--- src/rtl/spi_cmd_pkg.sv ---
// -----------------------------------------------------------------------------
// spi_cmd_pkg
// Shared definitions for the SPI command decoder:
//   - state_t        : decoder FSM state encoding
//   - CMD_WR_BIT     : bit position of the write flag in a command byte
//   - CMD_RSV_MSB    : top bit of the reserved field (field runs down to ADDR_W)
//   - ERR_MAX        : saturation value of the error counter
//   - cmd_is_write_ok: accepts a command byte when it is a write with all
//                      reserved bits clear
// -----------------------------------------------------------------------------
package spi_cmd_pkg;

    typedef enum logic [1:0] {
        ST_IDLE    = 2'd0,
        ST_CMD     = 2'd1,
        ST_DATA    = 2'd2,
        ST_DISCARD = 2'd3
    } state_t;

    localparam int unsigned CMD_WR_BIT  = 7;
    localparam int unsigned CMD_RSV_MSB = 6;
    localparam logic [7:0]  ERR_MAX     = 8'd255;

    // Bits [6:addr_w] form the reserved field; shifting an all-ones mask left
    // by addr_w leaves exactly those positions set.
    function automatic logic cmd_is_write_ok(input logic [7:0] cmd_b,
                                             input int unsigned addr_w);
        logic [6:0] rsv_mask;
        rsv_mask = 7'h7F << addr_w;
        return cmd_b[CMD_WR_BIT] &&
               ((cmd_b[CMD_RSV_MSB:0] & rsv_mask) == 7'h00);
    endfunction

endpackage

--- src/rtl/spi_cmd_decoder_regfile.sv ---
// -----------------------------------------------------------------------------
// spi_cmd_regfile
// NREG x 8-bit register storage with one write port and a flat read image.
// Ports:
//   clk_i      : clock
//   rst_n_i    : asynchronous active-low reset, clears every register
//   wr_en_i    : write enable, one byte per asserted cycle
//   wr_addr_i  : register index to write
//   wr_data_i  : byte to store
//   regs_o     : flat image, register k at bits [8k+7:8k]
// -----------------------------------------------------------------------------
module spi_cmd_regfile #(
    parameter int unsigned ADDR_W = 4
) (
    input  logic                        clk_i,
    input  logic                        rst_n_i,
    input  logic                        wr_en_i,
    input  logic [ADDR_W-1:0]           wr_addr_i,
    input  logic [7:0]                  wr_data_i,
    output logic [8*(2**ADDR_W)-1:0]    regs_o
);

    localparam int unsigned NREG = 2**ADDR_W;

    logic [7:0] mem_q [NREG];

    // Storage: cleared by reset, otherwise one byte written per enabled cycle.
    always_ff @(posedge clk_i or negedge rst_n_i) begin
        if (!rst_n_i) begin
            for (int k = 0; k < int'(NREG); k++) begin
                mem_q[k] <= 8'h00;
            end
        end else if (wr_en_i) begin
            mem_q[wr_addr_i] <= wr_data_i;
        end else begin
            mem_q[wr_addr_i] <= mem_q[wr_addr_i];
        end
    end

    for (genvar g = 0; g < int'(NREG); g++) begin : g_flat
        assign regs_o[8*g +: 8] = mem_q[g];
    end

endmodule

--- src/rtl/spi_cmd_decoder.sv ---
// -----------------------------------------------------------------------------
// spi_cmd_decoder
// Decodes SPI byte streams into register writes. The first byte of each
// chip-select window is a command (bit7 write flag, reserved bits, start
// address); following bytes are written to the register file. Rejected
// commands bump a saturating error counter and the rest of the window is
// discarded.
//
// Build option: define SPI_CMD_AUTOINC_EN to advance the address after every
// data byte (burst to consecutive registers, wrapping at NREG-1). Without it
// every data byte overwrites the start register.
//
// Ports:
//   clk_in               : sole clock, rising edge
//   reset_n_in           : asynchronous active-low reset
//   data_in              : received byte, valid with data_valid_in
//   data_valid_in        : one-cycle byte strobe
//   transaction_valid_in : synchronised chip-select, high during a transaction
//   regs_out             : flat register image, register k at [8k+7:8k]
//   wr_strobe_out        : one-cycle pulse per committed write (latency 1)
//   wr_addr_out          : address of the write flagged by wr_strobe_out
//   err_count_out        : saturating count of rejected command bytes
// -----------------------------------------------------------------------------
module spi_cmd_decoder
    import spi_cmd_pkg::*;
#(
    parameter int unsigned ADDR_W = 4
) (
    input  logic                        clk_in,
    input  logic                        reset_n_in,
    input  logic [7:0]                  data_in,
    input  logic                        data_valid_in,
    input  logic                        transaction_valid_in,
    output logic [8*(2**ADDR_W)-1:0]    regs_out,
    output logic                        wr_strobe_out,
    output logic [ADDR_W-1:0]           wr_addr_out,
    output logic [7:0]                  err_count_out
);

    localparam logic [ADDR_W-1:0] ADDR_ONE = {{(ADDR_W-1){1'b0}}, 1'b1};

    state_t              state_q, state_d;
    logic [ADDR_W-1:0]   addr_q, addr_d;
    logic [7:0]          err_q, err_d;
    logic                strobe_q;
    logic [ADDR_W-1:0]   wr_addr_q;

    logic                cmd_ok_s;
    logic                cmd_bad_s;
    logic                wr_en_s;

    // FSM state register.
    always_ff @(posedge clk_in or negedge reset_n_in) begin
        if (!reset_n_in) begin
            state_q <= ST_IDLE;
        end else begin
            state_q <= state_d;
        end
    end

    // Next-state logic: chip-select dropping wins over everything, but a byte
    // arriving in that same cycle is still acted on by the output logic.
    always_comb begin
        state_d = state_q;
        case (state_q)
            ST_IDLE: begin
                if (transaction_valid_in) begin
                    state_d = ST_CMD;
                end else begin
                    state_d = ST_IDLE;
                end
            end
            ST_CMD: begin
                if (!transaction_valid_in) begin
                    state_d = ST_IDLE;
                end else if (data_valid_in) begin
                    state_d = cmd_is_write_ok(data_in, ADDR_W) ? ST_DATA : ST_DISCARD;
                end else begin
                    state_d = ST_CMD;
                end
            end
            ST_DATA: begin
                if (!transaction_valid_in) begin
                    state_d = ST_IDLE;
                end else begin
                    state_d = ST_DATA;
                end
            end
            ST_DISCARD: begin
                if (!transaction_valid_in) begin
                    state_d = ST_IDLE;
                end else begin
                    state_d = ST_DISCARD;
                end
            end
            default: begin
                state_d = ST_IDLE;
            end
        endcase
    end

    // Per-state byte actions: accept/reject a command, or write a data byte.
    always_comb begin
        cmd_ok_s  = 1'b0;
        cmd_bad_s = 1'b0;
        wr_en_s   = 1'b0;
        case (state_q)
            ST_CMD: begin
                if (data_valid_in) begin
                    cmd_ok_s  = cmd_is_write_ok(data_in, ADDR_W);
                    cmd_bad_s = !cmd_is_write_ok(data_in, ADDR_W);
                end else begin
                    cmd_ok_s  = 1'b0;
                    cmd_bad_s = 1'b0;
                end
            end
            ST_DATA: begin
                if (data_valid_in) begin
                    wr_en_s = 1'b1;
                end else begin
                    wr_en_s = 1'b0;
                end
            end
            default: begin
                cmd_ok_s  = 1'b0;
                cmd_bad_s = 1'b0;
                wr_en_s   = 1'b0;
            end
        endcase
    end

    // Address pointer: loaded from an accepted command, optionally advanced
    // after each data byte (natural ADDR_W-bit wrap).
    always_comb begin
        if (cmd_ok_s) begin
            addr_d = data_in[ADDR_W-1:0];
        end else if (wr_en_s) begin
`ifdef SPI_CMD_AUTOINC_EN
            addr_d = addr_q + ADDR_ONE;
`else
            addr_d = addr_q;
`endif
        end else begin
            addr_d = addr_q;
        end
    end

    // Error counter next value, saturating at ERR_MAX.
    always_comb begin
        if (cmd_bad_s && (err_q != ERR_MAX)) begin
            err_d = err_q + 8'd1;
        end else begin
            err_d = err_q;
        end
    end

    // Datapath registers: address, error count and the delayed write report.
    always_ff @(posedge clk_in or negedge reset_n_in) begin
        if (!reset_n_in) begin
            addr_q    <= '0;
            err_q     <= 8'd0;
            strobe_q  <= 1'b0;
            wr_addr_q <= '0;
        end else begin
            addr_q    <= addr_d;
            err_q     <= err_d;
            strobe_q  <= wr_en_s;
            wr_addr_q <= wr_en_s ? addr_q : wr_addr_q;
        end
    end

    spi_cmd_regfile #(
        .ADDR_W (ADDR_W)
    ) u_regfile (
        .clk_i     (clk_in),
        .rst_n_i   (reset_n_in),
        .wr_en_i   (wr_en_s),
        .wr_addr_i (addr_q),
        .wr_data_i (data_in),
        .regs_o    (regs_out)
    );

    assign wr_strobe_out = strobe_q;
    assign wr_addr_out   = wr_addr_q;
    assign err_count_out = err_q;

endmodule

--- config.mk ---
export PLATFORM = sky130hd
export DESIGN_NAME = spi_cmd_decoder
export DESIGN_NICKNAME = d
export VERILOG_FILES = /design/src/rtl/spi_cmd_pkg.sv /design/src/rtl/spi_cmd_decoder_regfile.sv /design/src/rtl/spi_cmd_decoder.sv
export SDC_FILE = /design/constraint.sdc
export NUM_CORES = 1
export LEC_CHECK = 0
export CORE_MARGIN = 5
export CORE_UTILIZATION = 40
export CTS_BUF_LIST = sky130_fd_sc_hd__clkbuf_8
export DETAILED_ROUTE_END_ITERATION = 6
export PLACE_DENSITY = 0.66
export SYNTH_ARGS = -nofsm -noshare
export SYNTH_HDL_FRONTEND = slang
export SYNTH_SLANG_ARGS = --single-unit
--- constraint.sdc ---
create_clock -name clk_in -period 3.87 [get_ports clk_in]
set_clock_uncertainty 0.05 [all_clocks]
set_input_delay 0.387 -clock clk_in [delete_from_list [all_inputs] [get_ports clk_in]]
set_output_delay 0.387 -clock clk_in [all_outputs]
set_load 0.02 [all_outputs]
[After elaboration in Yosys (flattened, before gate mapping)]
Cells that the tools add are included.
Storage, ports and cells
  word-level logic and storage cells: 56
  output and inout bits: 141
  register bits: 147
Cells by class
  mux-type cells: 21
  bitwise operators: 1
  equality and inequality tests: 4
  add/sub/neg operators: 1
  reductions and logical operators: 6
  magnitude comparators: 2
Operators with widths (number)
  128-bit bitwise mux: 2
  128-bit two-way mux: 1
  8-bit binary-select mux with 4-bit select: 1
  8-bit demux with 4-bit select: 1
  8-bit two-way mux: 3
  8-bit by 1-bit adder with 8-bit output (second input constant): 1
  1-bit two-way mux: 8
  2-bit two-way mux: 4
  8-bit != test (second input constant): 1
  2-bit case mux with 4 select lines: 1
  7-bit zero test: 1
  5-bit >= comparator (second input constant): 1
  5-bit by 1-bit < comparator with 1-bit output (second input constant): 1
  4-bit inverter with 5-bit output: 1
  2-bit == test (second input constant): 2
  1-bit logical AND: 3
  2-bit by 1-bit == test with 1-bit output (second input constant): 1
  2-bit zero test: 1
  1-bit zero test: 1

[Depth between registers and ports, before layout]
Gate-level depths: netlist of run 1.
  depth after elaboration: 7
  mapped depth: 8

[Cells and area by module]
A second synthesis of run 1 with hierarchy kept.
Unflattened totals
  cells, all modules: 646
  area total of the unflattened synthesis: 6991.7 um2
By module, submodules not included
  spi_cmd_regfile: seq. area each 3203.1 um2, cells each 588, area each 6174.7 um2, times used 1
  spi_cmd_decoder: seq. area each 475.5 um2, cells each 58, area each 817.0 um2, times used 1

[Worst setup path before layout of run 1]
No wires, ideal clock.
  path kind: register to register
  from: register err_q[0] (netlist: err_count_out[0])
  to: register err_q[1] (netlist: err_count_out[1])
  path slack: 1875 ps
  cell stages (with the launch flop): 5
  clock period less this slack: 1995 ps
  arrival time: 1820 ps
  cell sequence: dfrtp_1 -> ha_1 -> and3_1 -> a2111oi_4 -> mux2_2
Between the ends
  longest elaborated chain between the ends: 2
RTL lines
  from (decl): line spi_cmd_decoder.sv:44  | logic [7:0] err_q, err_d;
  from (signal assigned): line spi_cmd_decoder.sv:166  | err_q <= err_d;
  parallel branches: the longest is 2 deep, another holds 8-bit by 1-bit adder with 8-bit output
Parallel ways; which one is timed is not known.
A chain may end at the register's enable or synchronous reset.

[Final worst setup path of run 1]
  from: register addr_q[1]
  to: register u_regfile.mem_q, in the netlist u_regfile.regs_o[63]
Between the ends
  longest elaborated chain between the ends: 7
RTL lines
  from (decl): line spi_cmd_decoder.sv:43  | logic [ADDR_W-1:0] addr_q, addr_d;
  from (signal assigned): line spi_cmd_decoder.sv:165  | addr_q <= addr_d;
  4-bit inverter with 5-bit output (not written as such) (*): line spi_cmd_decoder_regfile.sv:34, spi_cmd_decoder_regfile.sv:36
  5-bit >= comparator (not written as such) or 5-bit by 1-bit < comparator with 1-bit output (tied branches): line spi_cmd_decoder_regfile.sv:34, spi_cmd_decoder_regfile.sv:36
  1-bit logical AND (not written as such): line spi_cmd_decoder_regfile.sv:34, spi_cmd_decoder_regfile.sv:36
  8-bit two-way mux (not written as such): line spi_cmd_decoder_regfile.sv:34, spi_cmd_decoder_regfile.sv:36
  8-bit demux with 4-bit select: line spi_cmd_decoder_regfile.sv:34, spi_cmd_decoder_regfile.sv:36
  128-bit bitwise mux, on equally long branches: line spi_cmd_decoder_regfile.sv:36, spi_cmd_decoder_regfile.sv:34
  128-bit two-way mux (*): line spi_cmd_decoder_regfile.sv:33  | end else if (wr_en_i) begin
  to (signal, indexed assignment): line spi_cmd_decoder_regfile.sv:34  | mem_q[wr_addr_i] <= wr_data_i;
  to (signal, indexed assignment): line spi_cmd_decoder_regfile.sv:36  | mem_q[wr_addr_i] <= mem_q[wr_addr_i];
  to (decl): line spi_cmd_decoder_regfile.sv:25  | logic [7:0] mem_q [NREG];
Every way passes the cells marked *; elsewhere a longest branch is shown, timed or not. The select of a mux whose other input is x is not followed.

==> results of run 1 <==
## worst max-delay path, delay by kind of cell (launching register included)
family | cells | cell delay, ps
mux | 1 | 400
flops | 1 | 1040
compound gates | 3 | 1110
## where the power goes
group / internal, mW / switching, mW
logic: 1.53 / 1.78
clock network: 0.453 / 0.595
registers: 2.09 / 0.605
## cell families after synthesis
kind of cell    Yosys count
simple gates            222
buf+inv                  39
compound gates          171
flops                   147
mux                      73
xor+xnor                  7
fa+ha+maj                 1
## metal layers
layer / global-route usage (%) / part of all wire, % / vias up
met1: 26.81 / 43 / 2883
met3: 5.007 / 5.9 / 28
met4: 6.414 / 1.7 / 0
li1: - / - / 2674
met5: 0 / 0 / -
met2: 34.43 / 49 / 201
## area by class of cell
type / count / share of cell area [%]
clock buffers: 18 / 2.787
clock inverters: 14 / 1.056
inverters: 1 / 0.04222
multi-input cells: 474 / 34.06
flip-flops and latches: 147 / 41.42
well taps: 225 / 3.167
repair buffers: 156 / 17.47
## layout by cell type, fill, tap and decap left out, types with 3 or more instances in the layout
| cell | Yosys | layout |
|---|---|---|
| nor3b_2 | 3 | 3 |
| nand4_1 | 7 | 7 |
| and3_1 | 5 | 5 |
| mux2_2 | 30 | 30 |
| a222oi_1 | 8 | 8 |
| and3b_1 | 4 | 4 |
| clkinv_4 | 0 | 5 |
| a31oi_1 | 64 | 64 |
| buf_4 | 4 | 4 |
| inv_1 | 1 | 3 |
| o21ai_0 | 51 | 51 |
| nand3_1 | 7 | 7 |
| a21o_2 | 7 | 7 |
| nand2_1 | 83 | 83 |
| nand2b_1 | 3 | 3 |
| clkinvlp_4 | 0 | 3 |
| mux2_1 | 5 | 5 |
| dfrtp_1 | 147 | 146 |
| o21ai_1 | 14 | 14 |
| nor2b_1 | 6 | 6 |
| clkdlybuf4s50_1 | 0 | 151 |
| and2_1 | 4 | 4 |
| nor4bb_1 | 8 | 8 |
| xnor2_1 | 6 | 6 |
| a22oi_1 | 11 | 11 |
| mux2i_1 | 32 | 32 |
| clkinv_2 | 0 | 4 |
| mux2_4 | 6 | 6 |
| nor3_2 | 4 | 4 |
| nor2_1 | 75 | 75 |
| nand3_2 | 3 | 3 |
| clkbuf_8 | 0 | 18 |
| a21oi_1 | 13 | 13 |
## through the flow
stage	instances	area [um2]
final	1035	8890
after global placement	1003	8548
after floorplan	660	6980
after detailed placement	1003	8548
after global routing	1035	8890
after CTS	1035	8890
## worst min-delay path by stage
stage | to | cells past startpoint | slack (ps) | startpoint
5_1_grt | u_regfile.regs_o[12] | 1 | 120 | reset_n_in
2_1_floorplan | addr_q[0] | 0 | 40 | reset_n_in
4_1_cts | u_regfile.regs_o[12] | 1 | 70 | reset_n_in
3_3_place_gp | err_count_out[6] | 1 | 440 | err_count_out[6]
6_report | u_regfile.regs_o[88] | 1 | 20 | reset_n_in
3_5_place_dp | u_regfile.regs_o[82] | 2 | 440 | u_regfile.regs_o[82]
## sequential cells by signal, summed over array words and instances (netlist names)
register / count
wr_strobe_out: 1
u_regfile.regs_o: 128
addr_q: 4
wr_addr_out: 4
state_q: 2
err_count_out: 8
==> qor.yml, run 1 <==
status:
  status: "finished, final reports clean"
detailed_routing:
  route.detailed.drc: 0
  wl_um: 20700
  first_pass_iters: 5
  drt_iter0_drc: 511
  ant_nets: 0
  routed_via_density: 5.590
  wl_per_cell_um: 20.00
  vias: 5786
logic_synthesis:
  synth_top_family_by_area: "simple AND/OR/NAND/NOR gates"
  syn_area_um2: 6980
  synthFlopType: "dfrtp_1"
  async_reset_ff_share_pct: 100.0
  synth-seq-cells: 147
  synth_area_leaders: "dfrtp_1, a31oi_1, mux2_2"
  yosysWarnings: 0
  syn_area_per_cell_um2: 10.58
  synth-compound-area-share_pct: 15.15
  yosys.area.top_type_share_pct: 52.70
  synthAdderAreaFrac_pct: 0.1792
  ys_seq_area_share_pct: 52.70
  synth_edf_count: 0
  synth_cell_types: 45
  synthCells: 660
  synth.most_common_cell: "dfrtp_1"
  syn-num-nets: 673
  synthTopCellsByCount: "dfrtp_1, nand2_1, nor2_1"
  yosysTopAreaCell: "dfrtp_1"
  synthXorXnorAreaFrac_pct: 0.8783
  synthMuxAreaShare_pct: 11.53
  synthSimpleGateAreaFrac_pct: 15.65
worst_setup_path:
  crit_path_start: "addr_q[1]"
  slowest_delay_ps: 1040
  path_class: "reg2reg"
  r2r_slack_ps: 1120
  path_max_fanout: 63
  slowest_stage: "dfrtp_4"
  critPathLaunchType: "flop"
  cp-end-kind: "flop"
  r2r-start: "addr_q[1]"
  r2r_cells: 4
  reg2reg_to: "u_regfile.regs_o[63]"
  critical_path_required_ps: 4140
  cp_cell_sequence: "mux2_1 -> a222oi_1 -> a21o_1 -> o21ai_0"
  arrival_ps: 3020
  critPathCapture: "u_regfile.regs_o[63]"
layout:
  drive_gt1_share_pct: 11.73
  area_growth_pct: 27.35
  multi_input_area_um2: 3028
  regArea_um2: 3682
  fin_util_pct: 51.58
  diodes: 0
  layout.nets: 810
  fillerInstances: 1500
die:
  io_pins: 153
  start_util_pct: 40.50
  die_area_um2: 20190
  rows: 48
  core_um2: 17240
  die_h_um: 142.1
  die_w_um: 142.1
sta:
  tns_ps: 0
  setup_slack_ps: 1119
  fin_crit_ps: 2751
  fmax_mhz: 363.5
  slew_headroom_pct: 27.48
  hold_ws_ps: 16.19
  maxSlewViolCount: 0
  hold_viol_final: 0
  setup_violations: 0
  finalCritPeriodShare_pct: 71.09
  tightest_slew_ps: 1088
  rsz0062_at_grt: "false"
pwr:
  vdd_drop_max_uv: 415.5
  p_per_area_nw_per_um2: 792.5
  total_leakage_power_nw: 3.585
  finalPower_mw: 7.045
clock_tree:
  clk_path_buf_depth: 2
  worstSkewPairLatency_ps: 470
  cts_tree: "yes"
  clk_pin_slew_ps: 80
  cts_root_buffer: "clkbuf_8"
  cts.repair.resized: 0
  postCtsSetupRepairBufs: 0
  numCtsBuffers: 17
  cts_sinks: 147
  postCtsHoldBufs: 0
  htree_levels: 4
placed_design:
  hpwlAfterDp_um: 14510
  io_buffers: 152
  gp_congestion: 0.8471
  pre_cts_ws_ps: 1154
global_routing:
  grt_start_max_net_pins: 117
  gr-usage-all-layers_pct: 20.69
  antenna_found_initial: 0
  grt_pass1_vias: 5662
  grt.overflow.total: 0
  grt_pass1_wl_um: 32420
hold_path:
  hold_path_class: "in2async"
run:
  drv_cap: 0
(Power assumes the default switching activity.)
==> run 2: changes to the inputs <==
--- a/config.mk
+++ b/config.mk
@@ -9,7 +9,7 @@
 export CORE_UTILIZATION = 40
 export CTS_BUF_LIST = sky130_fd_sc_hd__clkbuf_8
 export DETAILED_ROUTE_END_ITERATION = 6
-export PLACE_DENSITY = 0.66
+export PLACE_DENSITY = 0.68
 export SYNTH_ARGS = -nofsm -noshare
 export SYNTH_HDL_FRONTEND = slang
 export SYNTH_SLANG_ARGS = --single-unit
==> constraint.sdc (replaced) <==
create_clock -name clk_in -period 2.4 [get_ports clk_in]
set_clock_uncertainty 0.05 [all_clocks]
set_input_delay 0.24 -clock clk_in [delete_from_list [all_inputs] [get_ports clk_in]]
set_output_delay 0.24 -clock clk_in [all_outputs]
set_load 0.02 [all_outputs]
==> run 2 against run 1 <==
  * Cell area increased by 5.0%
  * Worst hold slack improved by 250 ps
  * Total power increased by 65%
  * Highest routed layer unchanged
==> qor.yml, run 2 (same netlist as run 1, synthesis figures left out) <==
layout:
  fillerInstances: 1559  # was 1500
  regArea_um2: 3682  # unchanged
  layout.nets: 860  # was 810
  largest_reg_flops: 128  # unchanged
  drive_gt1_share_pct: 16.41  # was 11.73%
  area_growth_pct: 33.66  # was 27.35%
  layout_common_cells: "clkdlybuf4s50_1, dfrtp_1, nand2_1"  # unchanged
  final_cells: 1084  # was 1035
  multi_input_area_um2: 3028  # unchanged
  layout_commonest_cell: "clkdlybuf4s50_1"  # unchanged
  fin_area_um2: 9330  # was 8890 um2
  diodes: 0  # unchanged
worst_setup_path:
  slowest_delay_ps: 550  # was 1040 ps
  path_max_fanout: 20  # was 63
  path_class: "reg2reg"  # unchanged
  critical_path_required_ps: 2660  # was 4140 ps
  timing.critical_path.buf_inv: 2  # was 0
  cp-end-kind: "flop"  # unchanged
  critPathLaunchType: "flop"  # unchanged
  cp_cell_sequence: "buf_12 -> buf_4 -> mux2_2 -> a21oi_1 -> a21o_2 -> a31oi_1"  # was mux2_1 -> a222oi_1 -> a21o_1 -> o21ai_0
  slowest_stage: "dfrtp_4"  # unchanged
  critical-path-top-delay-family: "compound AO/OA/AOI/OAI gates"  # unchanged
  arrival_ps: 2450  # was 3020 ps
placed_design:
  placed_area_um2: 8954  # was 8548 um2
  pre_cts_ws_ps: 164.4  # was 1154 ps
  placed_cells: 1052  # was 1003
  io_buffers: 152  # unchanged
  hpwlAfterDp_um: 15020  # was 14510 um
  gp_congestion: 0.8225  # was 0.8471
detailed_routing:
  route.met2.wl_um: 9909  # was 10220 um
  drt-met1-wl_um: 8981  # was 8916 um
  routed_via_density: 5.387  # was 5.590
  wl_per_cell_um: 18.87  # was 20.00 um
  routed.top_layer: "met4"  # unchanged
  dr_wl_met3_um: 1396  # was 1213 um
  first_pass_iters: 6  # was 5
  wl_um: 20460  # was 20700 um
  drt_iter0_drc: 470  # was 511
  vias: 5839  # was 5786
  route.detailed.drc: 0  # unchanged
  ant_nets: 0  # unchanged
die:
  die_area_um2: 20190  # unchanged
  rows: 48  # unchanged
  die_h_um: 142.1  # unchanged
  io_pins: 153  # unchanged
  core_um2: 17240  # unchanged
  start_util_pct: 40.50  # unchanged
  die_w_um: 142.1  # unchanged
sta:
  tightest_slew_ps: 945.1  # was 1088 ps
  maxSlewViolCount: 0  # unchanged
  hold_viol_final: 0  # unchanged
  tns_ps: 0  # unchanged
  hold_ws_ps: 265.3  # was 16.19 ps
  slew_headroom_pct: 36.76  # was 27.48%
  setup_slack_ps: 209.6  # was 1119 ps
  fin_crit_ps: 2190  # was 2751 ps
  setup_violations: 0  # unchanged
  rsz0062_at_grt: "false"  # unchanged
  fmax_mhz: 456.5  # was 363.5 MHz
  finalCritPeriodShare_pct: 91.27  # was 71.09%
clock_tree:
  clk_path_buf_depth: 2  # unchanged
  cts_tree: "yes"  # unchanged
  cts_root_buffer: "clkbuf_8"  # unchanged
  htree_levels: 4  # unchanged
  postCtsSetupRepairBufs: 0  # unchanged
  numCtsBuffers: 17  # unchanged
  cts_sinks: 147  # unchanged
  worstSkewPairLatency_ps: 450  # was 470 ps
  clk_pin_slew_ps: 80  # about the same
global_routing:
  grt_start_max_net_pins: 56  # was 117
  antenna_found_initial: 0  # unchanged
  grt_pass1_wl_um: 32950  # was 32420 um
  grt.overflow.total: 0  # unchanged
  grt_pass1_vias: 5842  # was 5662
  gr-usage-all-layers_pct: 20.84  # was 20.69%
run:
  drv_cap: 0  # unchanged
pwr:
  p_per_area_nw_per_um2: 1244  # was 792.5 nW/um2
  total_leakage_power_nw: 3.873  # was 3.585 nW
  vdd_drop_max_uv: 673.5  # was 415.5 uV
status:
  status: "finished, final reports clean"  # unchanged
hold_path:
  hold_path_class: "in2async"  # unchanged
-- run 2: report_power, final --
part           leakage, nW  switching [mW]  total [mW]  internal (mW)
combinational         2.08            2.96        5.57           2.61
sequential            1.60           0.857        4.22           3.37
clock                0.196           0.926        1.81          0.884
total                 3.87            4.75        11.6           6.86
-- run 2: final cells by class --
| cell class | count | share of cell area, % |
|---|---|---|
| Sequential cell | 147 | 39.47 |
| Multi-Input combinational cell | 474 | 32.45 |
| Timing Repair Buffer | 206 | 21.09 |
| Tap cell | 225 | 3.017 |
| Clock buffer | 20 | 2.950 |
| Clock inverter | 11 | 0.9789 |
| Inverter | 1 | 0.04023 |
-- run 2: stage by stage --
stage	power (mW)	util (%)
floorplan	7.228	-
global placement	9.773	51.95
detailed placement	9.867	51.95
CTS	11.69	54.13
global route	12.32	54.13
finish	11.61	54.13
-- run 2: path summary, 6_finish.rpt --
| kind | from | end | slack, ps | cells past startpoint |
|---|---|---|---|---|
| max in group asynchronous | reset_n_in | u_regfile.regs_o[60] | 1200 | 3 |
| max | addr_q[1] | u_regfile.regs_o[126] | 210 | 6 |
| min in group clk_in | transaction_valid_in | state_q[0] | 350 | 3 |
| max reg2reg | addr_q[1] | u_regfile.regs_o[126] | 210 | 6 |
| min reg2reg | err_count_out[7] | err_count_out[7] | 460 | 1 |
| min | reset_n_in | u_regfile.regs_o[49] | 270 | 2 |
-- run 2: per-layer routing --
layer	GRT usage (%)	up-vias
li1	-	2775
met1	28.49	2839
met2	34.16	210
met3	4.940	15
met4	4.192	0
met5	0	-
-- run 2: what timing repair did --
action,4_1_cts,5_1_grt
resized for setup,0,0
hold endpoints to repair,51,0
endpoints found under the setup margin,0,0
hold buffers,1,0
